==> config.mk <==
export PLATFORM = sky130hd
export DESIGN_NAME = gf_seq_divider
export DESIGN_NICKNAME = d
export VERILOG_FILES = /design/src/rtl/gf_div_pkg.sv /design/src/rtl/gf_seq_divider_lead_one.sv /design/src/rtl/gf_seq_divider.sv
export SDC_FILE = /design/constraint.sdc
export NUM_CORES = 1
export LEC_CHECK = 0
export BUFFER_PORTS_ARGS = -buffer_cell sky130_fd_sc_hd__buf_2
export CAP_MARGIN = 20
export CORE_MARGIN = 2
export CORE_UTILIZATION = 43
export CTS_CLUSTER_SIZE = 28
export DETAILED_ROUTE_END_ITERATION = 8
export PLACE_DENSITY_LB_ADDON = 0.15
export SETUP_SLACK_MARGIN = 0.3
export SLEW_MARGIN = 20
export SYNTH_ARGS = -nofsm -noshare
export SYNTH_HDL_FRONTEND = slang
export SYNTH_SLANG_ARGS = --single-unit
==> constraint.sdc <==
create_clock -name clk -period 4.5 [get_ports clk]
set_input_delay 0.225 -clock clk [delete_from_list [all_inputs] [get_ports clk]]
set_output_delay 0.225 -clock clk [all_outputs]
set_load 0.02 [all_outputs]
==> src/rtl/gf_div_pkg.sv <==
// Shared types and constants for the sequential integer / GF(2) divider.
package gf_div_pkg;

  typedef enum logic [1:0] {
    IDLE = 2'd0,
    RUN  = 2'd1,
    DONE = 2'd2
  } state_e;

  localparam logic OPT_INT = 1'b0;
  localparam logic OPT_GF  = 1'b1;

  // Bit-counter width: enough to count the 2W dividend bits.
  function automatic int cnt_w(input int w);
    return $clog2(2 * w);
  endfunction

endpackage

==> src/rtl/gf_seq_divider_lead_one.sv <==
// Leading-one detector: keeps only the most significant set bit of the input.
module gf_lead_one #(
  parameter int W = 4
) (
  input  logic [W-1:0] in_v,
  output logic [W-1:0] onehot
);

  // Scan upward so the highest set bit is the last one written.
  always_comb begin
    onehot = '0;
    for (int i = 0; i < W; i++) begin
      if (in_v[i]) begin
        onehot    = '0;
        onehot[i] = 1'b1;
      end
    end
  end

endmodule

==> src/rtl/gf_seq_divider.sv <==
// Radix-2 sequential divider: unsigned restoring division or carry-less
// GF(2) polynomial division, one dividend bit per cycle, MSB first.
module gf_seq_divider
  import gf_div_pkg::*;
#(
  parameter int DATA_WIDTH = 4
) (
  input  logic                      clk,
  input  logic                      rst,
  input  logic                      gf_option,
  input  logic                      start,
  input  logic [2*DATA_WIDTH-1:0]   dividend,
  input  logic [DATA_WIDTH-1:0]     divisor,
  output logic                      busy,
  output logic                      done,
  output logic                      div_by_zero,
  output logic [2*DATA_WIDTH-1:0]   quotient,
  output logic [DATA_WIDTH-1:0]     remainder
);

  localparam int W  = DATA_WIDTH;
  localparam int CW = cnt_w(DATA_WIDTH);

  state_e          state_q, state_d;
  logic [2*W-1:0]  dvd_q, dvd_d;
  logic [W-1:0]    dvs_q, dvs_d;
  logic            gf_q, gf_d;
  logic [W-1:0]    mask_q, mask_d;
  logic [W:0]      r_q, r_d;
  logic [2*W-1:0]  quot_q, quot_d;
  logic [CW-1:0]   cnt_q, cnt_d;
  logic            dbz_q, dbz_d;

  logic [W-1:0]    lead;
  logic [W:0]      r_sh;
  logic            hit;
  logic            accept;

  gf_lead_one #(.W(W)) u_lead (
    .in_v   (divisor),
    .onehot (lead)
  );

  assign accept = start && (state_q == IDLE || state_q == DONE);

  // Next-state and datapath: accept/load, one shift-subtract step per RUN cycle.
  always_comb begin
    state_d = state_q;
    dvd_d   = dvd_q;
    dvs_d   = dvs_q;
    gf_d    = gf_q;
    mask_d  = mask_q;
    r_d     = r_q;
    quot_d  = quot_q;
    cnt_d   = cnt_q;
    dbz_d   = dbz_q;
    r_sh    = {r_q[W-1:0], dvd_q[2*W-1]};
    hit     = 1'b0;

    if (accept) begin
      dvd_d  = dividend;
      dvs_d  = divisor;
      gf_d   = gf_option;
      mask_d = (gf_option == OPT_GF) ? lead : '0;
      r_d    = '0;
      quot_d = '0;
      cnt_d  = CW'(2*W-1);
      dbz_d  = 1'b0;
      if (divisor == '0) begin
        // No iterations: report saturated quotient and pass low bits through.
        state_d = DONE;
        quot_d  = '1;
        r_d     = {1'b0, dividend[W-1:0]};
        dbz_d   = 1'b1;
      end else begin
        state_d = RUN;
      end
    end else if (state_q == RUN) begin
      if (gf_q == OPT_GF) begin
        // R has degree below deg D, so bit deg D alone decides the step.
        hit = |(r_sh & {1'b0, mask_q});
        r_d = hit ? (r_sh ^ {1'b0, dvs_q}) : r_sh;
      end else begin
        hit = (r_sh >= {1'b0, dvs_q});
        r_d = hit ? (r_sh - {1'b0, dvs_q}) : r_sh;
      end
      quot_d = {quot_q[2*W-2:0], hit};
      dvd_d  = {dvd_q[2*W-2:0], 1'b0};
      if (cnt_q == '0) state_d = DONE;
      else             cnt_d   = cnt_q - 1'b1;
    end else if (state_q == DONE) begin
      state_d = IDLE;
    end
  end

  // State and datapath registers; reset aborts any operation in flight.
  always_ff @(posedge clk or posedge rst) begin
    if (rst) begin
      state_q <= IDLE;
      dvd_q   <= '0;
      dvs_q   <= '0;
      gf_q    <= 1'b0;
      mask_q  <= '0;
      r_q     <= '0;
      quot_q  <= '0;
      cnt_q   <= '0;
      dbz_q   <= 1'b0;
    end else begin
      state_q <= state_d;
      dvd_q   <= dvd_d;
      dvs_q   <= dvs_d;
      gf_q    <= gf_d;
      mask_q  <= mask_d;
      r_q     <= r_d;
      quot_q  <= quot_d;
      cnt_q   <= cnt_d;
      dbz_q   <= dbz_d;
    end
  end

  assign busy        = (state_q == RUN);
  assign done        = (state_q == DONE);
  assign div_by_zero = dbz_q;
  assign quotient    = quot_q;
  assign remainder   = r_q[W-1:0];

endmodule

Word-level counts from Yosys, hierarchy flattened
Cells that the tools add are included.
{ "op_classes": {"add_sub_neg": 2, "mul": 0, "n_div": 0, "magnitude_cmp": 1, "eq_ne": 4, "shifts": 0, "mux": 26, "bitwise": 2, "n_reduce_logical": 10} }
{ "ops": {"columns": ["op", "n"], "rows": [
  ["$mux W8", 5],
  ["$mux W4", 8],
  ["$mux W2", 6],
  ["$mux W3", 4],
  ["$and A5 B4 Y5", 1],
  ["$ge A5 B4 Y1", 1],
  ["$reduce_or A5 Y1", 1],
  ["$logic_not A4 Y1", 1],
  ["$reduce_and A2 Y1", 2],
  ["$sub A4 B4 Y4", 1],
  ["$xor A4 B4 Y4", 1],
  ["$logic_not A3 Y1", 1],
  ["$mux W1", 3],
  ["$ne A3 B1 Y1 const B", 1],
  ["$reduce_bool A3 Y1", 1],
  ["$sub A3 B1 Y3 const B", 1],
  ["$eq A2 B1 Y1 const B", 1],
  ["$eq A2 B2 Y1 const B", 1],
  ["$logic_not A2 Y1", 1],
  ["$ne A2 B2 Y1 const B", 1],
  ["$reduce_bool A2 Y1", 1],
  ["$logic_and A1 B1 Y1", 1],
  ["$logic_or A1 B1 Y1", 1]
]} }
{ "word_totals": {"regBits": 35, "latch_bits": 0, "ram_bits": 0, "mem_bits_ro": 0, "input_bits": 16, "output_inout_bits": 15, "wordCells": 54, "memories": 0} }

Longest topological paths before layout
Gate-level depths: netlist of run 1.
{ "depth": {"ltp_word": 6, "mapped_depth": 7, "mapped_depth_nobuf": 7} }

Modules after synthesis
A second synthesis of run 1 with hierarchy kept.
{ "hier_totals": {"cells_unflattened": 198, "hier_area_um2": 1906.8} }
{ "modules_own_cells": {"columns": ["mod", "instances", "cells_per_inst", "area_per_inst_um2", "seq_area_each_um2"], "rows": [
  ["gf_seq_divider", 1, 194, 1870.5, 875.8],
  ["gf_lead_one", 1, 4, 36.3, 0.0]
]} }

Worst setup path after synthesis of run 1
OpenSTA, ideal clock, no wires.
{ "synth_path": {"kind": "reg-to-reg", "from": "reg r_q[0]", "to": "reg r_q[3]", "setup_ns": 0.120, "arrival_ns": 2.036, "required_ns": 4.380, "setup_slack_ns": 2.344, "stages_incl_launch_ff": 7, "path_buffers": 0, "period_less_slack_ns": 2.156, "path_cell_list": "dfrtp_1 ha_1 or4_4 a21oi_4 nor3_2 or3_1 a31o_1"} }
{ "synth_between": {"elab_chain_len": 6, "word_cells_on_any_way": 9, "cone_classes": "1 x add/sub; 1 x order compare; 5 x mux; 1 x bitwise; 1 x reduce/logical"} }
{ "synth_rtl": {"columns": ["element", "line_no", "text"], "rows": [
  ["from (decl)", "gf_seq_divider.sv:29", "logic [W:0] r_q, r_d;"],
  ["from (signal assigned)", "gf_seq_divider.sv:114", "r_q <= r_d;"],
  ["branches (longest 3 deep; another with $sub A4 B4 Y4)", null, null],
  ["$mux W4 (*)", "gf_seq_divider.sv:79", "if (gf_q == OPT_GF) begin"],
  ["$mux W4 (*)", "gf_seq_divider.sv:78", "end else if (state_q == RUN) begin"],
  ["$mux W4 (*)", "gf_seq_divider.sv:60", "if (accept) begin"]
]} }
Every way passes the cells marked *. The select of a mux whose other input is x is not followed.
A chain may end at the register's enable or synchronous reset.

Worst setup path in the final report of run 1
Ends and elaborated chain as after synthesis.

==> flow_summary_export.csv, run 1 <==
group,metric,value,unit
run_status,status,"finished clean",
synth,ys_ff_latch,35,
placed_design,dp_hpwl,2.793,mm
clock_tree,numCtsBuffers,5,
clock_tree,ctsResizeCount,0,
power_and_ir_drop,power.density,764.2,nW/um2
detailed_routing,vias,1465,
detailed_routing,route.detailed.drc,0,
floorplanning,coreArea,4294,um2
synth,ys_seq_area_share,46.48,%
global_routing,grt_pass1_vias,1418,
clock_tree,post_cts_buffers,0,
timing,tightestPinTransition,887.0,ps
power_and_ir_drop,clkPwrFrac,13.3,%
timing,finalSetupViolations,0,
floorplanning,die-area,4927,um2
clock_tree,cts_hold_buf,0,
detailed_routing,postRouteAntennaNets,0,
synth,synth_area,1884,um2
synth,avgSynthCellArea,9.663,um2
critical_path,cp.required,4680,ps
critical_path,critical-path-max-stage-delay,520,ps
clock_tree,cts.sinks,35,
placed_design,place_area,2087,um2
layout,nets,254,
global_routing,grt.total_usage,17.46,%
synth,synth_warnings,0,
floorplanning,io_pins,31,
power_and_ir_drop,combPwrFrac,53.4,%
run,drv_cap,0,
timing,fin_skew,5.310,ps
power_and_ir_drop,p_leak,1.033,nW
clock_tree,cts_tree,"built",
critical_path,start_kind,"register",
floorplanning,dieHeight,70.20,um
detailed_routing,wl_per_cell,14.05,um
critical_path,path_cells,"ha_1 > or4_4 > a21oi_4 > nor3_2 > or3_1 > a31o_1",
timing,fin_crit,2163,ps
clock_tree,cts-htree-levels,2,
layout,fill_cells,442,
global_routing,gr-total-overflow,0,
critical_path,crit_path_end_kind,"register",
synth,synth_fp_nets,222,
timing,min_period_over_period,48.06,%
clock_tree,clkLatencyLatePin,290,ps
clock_tree,clk_pin_slew,70,ps
detailed_routing,drtIter0Drc,46,
layout,drive_above_1_share,20.61,%
timing,slew_headroom,40.86,%
power_and_ir_drop,p_sw,0.7297,mW
synth,synth.distinct_cells,42,
detailed_routing,firstDrtPassIters,3,
global_routing,grt_max_degree,36,
timing,slew_violations,0,
global_routing,grt_pass1_wl,6.720,mm
placed_design,dp_worst_setup_slack,2230,ps
floorplanning,start_util,43.88,%
synth,syn_inst,195,
layout,design_area,2173,um2
timing,worst_slack,2337,ps
layout,synthToLayoutAreaGrowth,15.34,%
placed_design,routabilityCongestion,0.8926,
floorplanning,die_w,70.20,um
power_and_ir_drop,swShare,43.93,%
power_and_ir_drop,ir_worst_vdd,0.2815,mV
power_and_ir_drop,seq_power_share,33.3,%
placed_design,port_buffers,30,
timing,finalHoldViolCount,0,
timing,rsz0062_at_grt,"false",
critical_path,critPathKind,"reg -> reg",
power_and_ir_drop,intPower,0.9312,mW
global_routing,antenna_found_initial,0,
layout,layout.cells.most_common,"dfrtp_1",
clock_tree,cts_root_buffer,"clkbuf_8",
layout,diodes,0,
floorplanning,rows,24,
timing,fmax,462.4,MHz
layout,final_cell_mix,"dfrtp_1 (35), nand2_1 (33), buf_2 (30)",
timing,finalSetupTns,0,ps
min_path,hold_class,"in -> async",
critical_path,cpMaxStageDelayCell,"or4_4",
critical_path,cp_data_arrival_time,2350,ps
detailed_routing,vias_per_cell,5.232,
critical_path,cp_max_fo,6,
detailed_routing,routed_wl,3.934,mm
clock_tree,max-clock-path-buffers,2,
timing,hold_ws,27.38,ps
-- registers in the layout (all words and copies together) (netlist names) --
| register | count |
|---|---|
| r_q | 4 |
| state_q | 2 |
| mask_q | 4 |
| dvs_q | 4 |
| cnt_q | 3 |
| div_by_zero | 1 |
| dvd_q | 8 |
| quotient | 8 |
| gf_q | 1 |
-- per-stage QoR --
step	power, mW	cells	util (%)
floorplan	1.235	195	-
global placement	1.447	272	48.60
detailed placement	1.456	272	48.60
CTS	1.680	280	50.55
global route	1.802	280	50.61
finish	1.661	280	50.61
-- critical path: cells and delay by family (launching register included) --
family | cells | cell delay (ps)
AND/OR/NAND/NOR | 3 | 980
adder cells (fa/ha/maj) | 1 | 240
AO/OA/AOI/OAI | 2 | 380
flip-flops | 1 | 470
-- layer usage --
layer  track usage, %  part of all wire [%]
met1            23.01                    48
met4            5.769                   1.4
met2            28.15                    47
met3            4.473                   3.2
met5                0                     0
-- synthesized netlist by cell type, drive strengths merged --
master  count  share of area (%)
a31oi       2               0.66
a22oi       3                1.5
o211ai      1               0.40
a32o        1               0.53
or3         1               0.33
nor2b       3                1.0
a221oi      1               0.46
nand2b      2               0.66
nor3        8                2.4
o21ai      17                4.5
and2        2               0.80
or4         1               0.60
a211o       1               0.46
fa          1                1.1
or2b        1               0.40
o21a        2               0.80
buf         2               0.46
nand2      33                6.6
a21oi      15                4.6
nor4        2               0.66
dfrtp      35                 46
a21o        2               0.80
xnor2       1               0.46
nor2        4               0.80
ha         10                6.6
nand4b      1               0.46
a21boi      1               0.60
mux2i      15                8.0
inv        12                2.4
a22o        1               0.46
a32oi       1               0.46
nand3       5                1.3
xor2        1               0.46
clkbuf      5                1.0
a31o        1               0.46
a211oi      1               0.40
-- area by class of cell --
| cell class | count | area (um2) | share of cell area, % |
|---|---|---|---|
| multi-input combinational | 141 | 938.4 | 43.18 |
| sequential | 35 | 875.8 | 40.30 |
| timing repair buffer | 32 | 165.2 | 7.599 |
| clock buffer | 5 | 68.82 | 3.166 |
| tap | 52 | 65.06 | 2.994 |
| inverter | 12 | 45.04 | 2.073 |
| clock inverter | 3 | 15.01 | 0.6908 |
-- kinds of logic (layout without fill, tap and decap cells) --
kind of cell / count (synthesis) / after routing / share of synthesized area (%)
xor gates and xnor gates: 2 / 2 / 0.9298
DFF: 35 / 35 / 46.48
AOI/OAI and AO/OA: 50 / 50 / 17.07
buffers and inverters: 19 / 52 / 3.851
and+or+nand+nor: 63 / 63 / 16.00
muxes: 15 / 15 / 7.968
adders and majority gates: 11 / 11 / 7.703
-- power groups by stage --
stage | clock (mW) | sequential, mW | combinational [mW]
after detailed placement | 0 | 0.563 | 0.893
after global placement | 0 | 0.563 | 0.884
after floorplan | 0 | 0.605 | 0.630
after CTS | 0.228 | 0.557 | 0.896
after global routing | 0.243 | 0.578 | 0.980
final | 0.221 | 0.553 | 0.886
-- path summary, 6_finish.rpt --
check	to	depth (start not counted)	slack, ps	start
min reg2reg	mask_q[1]	2	470	mask_q[1]
max	r_q[3]	6	2340	r_q[0]
min in group clk	dvd_q[4]	3	140	dividend[4]
max reg2reg	r_q[3]	6	2340	r_q[0]
min	quotient[0]	3	30	rst
max in group asynchronous	dvd_q[7]	3	4160	rst
No activity file was read; power rests on OpenSTA's default activity.
==> run 2: changes to the inputs <==
==> constraint.sdc (replaced) <==
create_clock -name clk -period 1.8 [get_ports clk]
set_input_delay 0.09 -clock clk [delete_from_list [all_inputs] [get_ports clk]]
set_output_delay 0.09 -clock clk [all_outputs]
set_load 0.02 [all_outputs]
==> flow_summary_export.csv, run 2 (synthesis results as in run 1) <==
group,metric,value,unit
layout,nets,285,
detailed_routing,drtIter0Drc,91,
timing,hold_ws,-2.767,ps
floorplanning,die_w,70.20,um
timing,fmax,510.9,MHz
global_routing,antenna_found_initial,0,
timing,finalSetupTns,-399.7,ps
timing,finalSetupViolations,4,
global_routing,grt_pass1_vias,1546,
detailed_routing,vias,1622,
timing,slew_headroom,69.98,%
min_path,whs_endpoint,"dvd_q[4]",
clock_tree,cts_root_buffer,"clkbuf_8",
critical_path,reg2reg_depth,6,
placed_design,dp_hpwl,3.173,mm
timing,worst_slack,-157.2,ps
power_and_ir_drop,swShare,41.16,%
global_routing,gr-total-overflow,0,
detailed_routing,vias_per_cell,5.215,
global_routing,grt.total_usage,19.91,%
detailed_routing,postRouteAntennaNets,0,
floorplanning,dieHeight,70.20,um
critical_path,rrSetupSlack,-160,ps
floorplanning,io_pins,31,
timing,rsz0062_at_grt,"true",
floorplanning,rows,24,
clock_tree,max-clock-path-buffers,2,
timing,tightestPinTransition,450.3,ps
run,drv_cap,0,
clock_tree,clkLatencyLatePin,290,ps
layout,synthToLayoutAreaGrowth,35.92,%
critical_path,cp_data_arrival_time,2140,ps
clock_tree,clk_pin_slew,70,ps
timing,min_period_over_period,108.7,%
critical_path,cp_max_fo,2,
layout,seq_area,879.6,um2
detailed_routing,route.detailed.drc,0,
run_status,status,"finished, violations left",
critical_path,cp.required,1980,ps
critical_path,reg2reg_to,"r_q[3]",
floorplanning,coreArea,4294,um2
clock_tree,cts-htree-levels,2,
layout,final_cell_mix,"nand2_1 (33), dfrtp_1 (32), buf_2 (29)",
critical_path,critPathKind,"reg -> reg",
timing,fin_crit,1957,ps
power_and_ir_drop,p_leak,1.204,nW
layout,layout.cells.most_common,"nand2_1",
placed_design,dp.cells,293,
global_routing,grt_pass1_wl,7.583,mm
timing,fin_skew,3.826,ps
placed_design,routabilityCongestion,0.8665,
clock_tree,cts.sinks,35,
clock_tree,cts_tree,"built",
floorplanning,start_util,43.88,%
detailed_routing,firstDrtPassIters,5,
timing,slew_violations,0,
floorplanning,die-area,4927,um2
power_and_ir_drop,ir_worst_vdd,0.7605,mV
power_and_ir_drop,seq_power_share,26.8,%
clock_tree,numCtsBuffers,5,
min_path,hold_depth,3,
timing,finalHoldViolCount,1,
power_and_ir_drop,power.density,1993,nW/um2
layout,drive_above_1_share,34.75,%
power_and_ir_drop,p_sw,2.101,mW
detailed_routing,routed_wl,4.533,mm
detailed_routing,wl_per_cell,14.58,um
placed_design,dp_worst_setup_slack,-180.5,ps
layout,diodes,0,
layout,multi_input_area,1028,um2
min_path,hold_path_startpoint,"dividend[4]",
global_routing,grt_max_degree,36,
placed_design,port_buffers,30,
critical_path,start_kind,"register",
critical_path,crit_path_end_kind,"register",
power_and_ir_drop,clkPwrFrac,12.5,%
run_status,violations,"hold timing, setup timing",
power_and_ir_drop,combPwrFrac,60.7,%
power_and_ir_drop,intPower,3.004,mW
min_path,hold_class,"in -> reg",
critical_path,r2r-start,"r_q[2]",
layout,final_cells,311,
layout,fill_cells,382,
-- run 2: changes by cell type in the layout (fill, tap and decap cells not counted), sizes merged --
| cell | before | now |
|---|---|---|
| dlygate4sd3 | 0 | 1 |
| clkbuf | 5 | 8 |
| clkinv | 3 | 0 |
| buf | 32 | 62 |
-- run 2: through the flow --
stage	power, mW	instance area [um2]	utilization (%)	hold WS [ps]
CTS	4.933	2482	57.81	0.2837
floorplan	3.298	1977	-	195.4
finish	5.104	2561	59.64	-2.767
detailed placement	4.188	2323	54.11	225.6
global route	5.508	2561	59.64	2.994
global placement	4.147	2323	54.11	217.8
-- run 2: cell type report --
class                      count  area share (%)
clock buffer                   8           3.908
inverter                      12           1.759
multi-input combinational    141           40.16
sequential                    35           34.34
tap                           52           2.540
timing repair buffer          63           17.29
-- run 2: power by group through the flow --
stage          Sequential [mW]  Clock (mW)  Combinational, mW
5_1_grt                   1.41       0.685               3.41
3_5_place_dp              1.38           0               2.81
6_report                  1.37       0.640               3.10
2_1_floorplan             1.54           0               1.76
4_1_cts                   1.37       0.645               2.92
3_3_place_gp              1.37           0               2.77
-- run 2: worst max-delay path by stage --
stage                start  endpoint  depth (start not counted)
floorplan           r_q[2]    r_q[3]                          6
global placement    r_q[2]    r_q[3]                          6
detailed placement  r_q[2]    r_q[3]                          6
CTS                 r_q[2]    r_q[3]                          6
global route        r_q[2]    r_q[3]                          6
finish              r_q[2]    r_q[3]                          6
-- run 2: routing by layer --
layer  up-vias  global-route usage [%]  share of wire, %
li1        808                       -                 -
met2        35                   31.11                48
met4         0                   5.556               1.1
met3         5                   5.339               4.2
met5         -                       0                 0
met1       774                   27.37                47
-- run 2: what timing repair did --
item / 4_1_cts / 5_1_grt
setup endpoints to repair: 19 / 24
gates cloned: 0 / 0
setup buffers: 3 / 6
hold buffers: 1 / 0
gates resized for setup: 7 / 12
pin swaps: 2 / 1
endpoints found under the hold margin: 35 / 0
-- run 2: worst max-delay path: stages (launching register included) --
cell and delay (ps):
dfrtp_2 420, ha_4 160, or4_4 520, a21oi_4 160, nor3_4 50, or3_1 350, a31o_1 180
==> run 3: changes to the inputs <==
--- a/config.mk
+++ b/config.mk
@@ -11,6 +11,7 @@
 export CORE_UTILIZATION = 43
 export CTS_CLUSTER_SIZE = 28
 export DETAILED_ROUTE_END_ITERATION = 8
+export HOLD_SLACK_MARGIN = 0.06
 export PLACE_DENSITY_LB_ADDON = 0.15
 export SETUP_SLACK_MARGIN = 0.3
 export SLEW_MARGIN = 20
==> flow_summary_export.csv, run 3 (synthesis results as in run 1) <==
group,metric,value,unit
timing,fin_skew,1.606,ps
critical_path,worst-path-buf-inv,0,
floorplanning,die-area,4927,um2
global_routing,grt_pass1_vias,1615,
global_routing,grt_max_degree,36,
floorplanning,coreArea,4294,um2
clock_tree,clkLatencyLatePin,290,ps
critical_path,critical-path-max-stage-delay,520,ps
min_path,hold_class,"in -> reg",
critical_path,worst-path-stages,6,
placed_design,routabilityCongestion,0.8665,
layout,synthToLayoutAreaGrowth,42.30,%
critical_path,start_kind,"register",
run,drv_cap,0,
global_routing,grt_pass1_wl,7.831,mm
critical_path,cp_data_arrival_time,2140,ps
clock_tree,numCtsBuffers,5,
layout,final_cells,322,
critical_path,cpMaxStageDelayCell,"or4_4",
placed_design,port_buffers,30,
timing,worst_slack,-151.4,ps
layout,drive_above_1_share,33.33,%
global_routing,grt.total_usage,20.52,%
layout,nets,296,
timing,min_period_over_period,108.4,%
critical_path,crit_path_end_kind,"register",
detailed_routing,wl_per_cell,14.40,um
run_status,status,"finished, violations left",
timing,fmax,512.5,MHz
power_and_ir_drop,ir_worst_vdd,0.7561,mV
detailed_routing,drtIter0Drc,73,
layout,layout.cells.most_common,"nand2_1",
detailed_routing,firstDrtPassIters,4,
critical_path,cp.required,1990,ps
timing,finalSetupViolations,4,
min_path,hold_depth,3,
layout,final_cell_mix,"nand2_1 (33), dfrtp_1 (32), buf_2 (29)",
clock_tree,cts-htree-levels,2,
timing,tightestPinTransition,443.4,ps
detailed_routing,vias_per_cell,5.124,
critical_path,path_cells,"ha_4 > or4_4 > a21oi_4 > nor3_4 > or3_1 > a31o_1",
timing,fin_crit,1951,ps
detailed_routing,routed_wl,4.637,mm
clock_tree,max-clock-path-buffers,2,
global_routing,gr-total-overflow,0,
timing,slew_headroom,70.44,%
timing,rsz0062_at_grt,"true",
layout,postLayoutCoreUtil,62.44,%
timing,slew_violations,0,
power_and_ir_drop,p_leak,1.252,nW
global_routing,antenna_found_initial,0,
run_status,violations,"setup timing",
floorplanning,die_w,70.20,um
clock_tree,clk_pin_slew,70,ps
placed_design,dp_hpwl,3.173,mm
power_and_ir_drop,power.density,1923,nW/um2
critical_path,critPathKind,"reg -> reg",
layout,diodes,0,
floorplanning,rows,24,
placed_design,dp.cells,293,
detailed_routing,route.detailed.drc,0,
floorplanning,dieHeight,70.20,um
critical_path,reg2reg_depth,6,
detailed_routing,vias,1650,
floorplanning,io_pins,31,
detailed_routing,postRouteAntennaNets,0,
floorplanning,start_util,43.88,%
clock_tree,cts_root_buffer,"clkbuf_8",
critical_path,crit_family,"simple AND/OR/NAND/NOR gates",
clock_tree,cts.sinks,35,
timing,finalHoldViolCount,0,
critical_path,cp_max_fo,2,
clock_tree,cts_tree,"built",
-- run 3: changes by cell type in the layout (fill, tap and decap cells not counted), sizes merged --
cell	previous run	this run
dlygate4sd3	1	12
-- run 3: cell type report --
| class | count | area (um2) |
|---|---|---|
| fillers | 365 | 1613 |
| flip-flops and latches | 35 | 879.6 |
| repair buffers | 74 | 553.0 |
| multi-input cells | 141 | 1039 |
| well taps | 52 | 65.06 |
| clock buffers | 8 | 100.1 |
| inverters | 12 | 45.04 |
-- run 3: what timing repair did --
action,4_1_cts,5_1_grt
pin swaps,2,1
gates resized for setup,7,13
setup buffers,3,6
hold endpoints to repair,48,0
endpoints found under the setup margin,19,24
hold buffers,12,0
-- run 3: path summary, 6_finish.rpt --
check	from	end	slack (ps)
min reg2reg	mask_q[1]	mask_q[1]	490
max in group asynchronous	rst	r_q[1]	1020
min	divisor[2]	dvs_q[2]	60
max reg2reg	r_q[2]	r_q[3]	-150
min in group asynchronous	rst	state_q[0]	440
max	r_q[2]	r_q[3]	-150
-- run 3: per-stage QoR --
step	hold WS [ps]	TNS (ps)	setup WS, ps	area, um2	total power [mW]
after floorplan	195.4	-243.8	-231.4	1977	3.298
after global placement	217.8	-235.9	-130.4	2323	4.147
after detailed placement	225.6	-382.7	-180.5	2323	4.188
after CTS	64.51	-448.3	-158.7	2592	4.951
after global routing	81.13	-678.9	-208.1	2681	5.556
final	59.78	-381.5	-151.4	2681	5.157
-- run 3: worst register-to-register path: stages (launching register included) --
cell and delay [ps]:
dfrtp_2 420, ha_4 160, or4_4 520, a21oi_4 160, nor3_4 50, or3_1 350
a31o_1 180
-- run 3: report_power, final --
part / internal, mW / leakage, nW / switching [mW]
Combinational: 1.54 / 0.775 / 1.61
Sequential: 1.15 / 0.425 / 0.223
Clock: 0.349 / 0.0515 / 0.290
-- run 3: metal layers --
layer	GRT usage (%)	wire length, um	up-vias
li1	-	-	828
met1	27.84	2200	791
met2	32.70	2235	25
met3	5.339	146	6
met4	5.556	55	0
met5	0	0	-
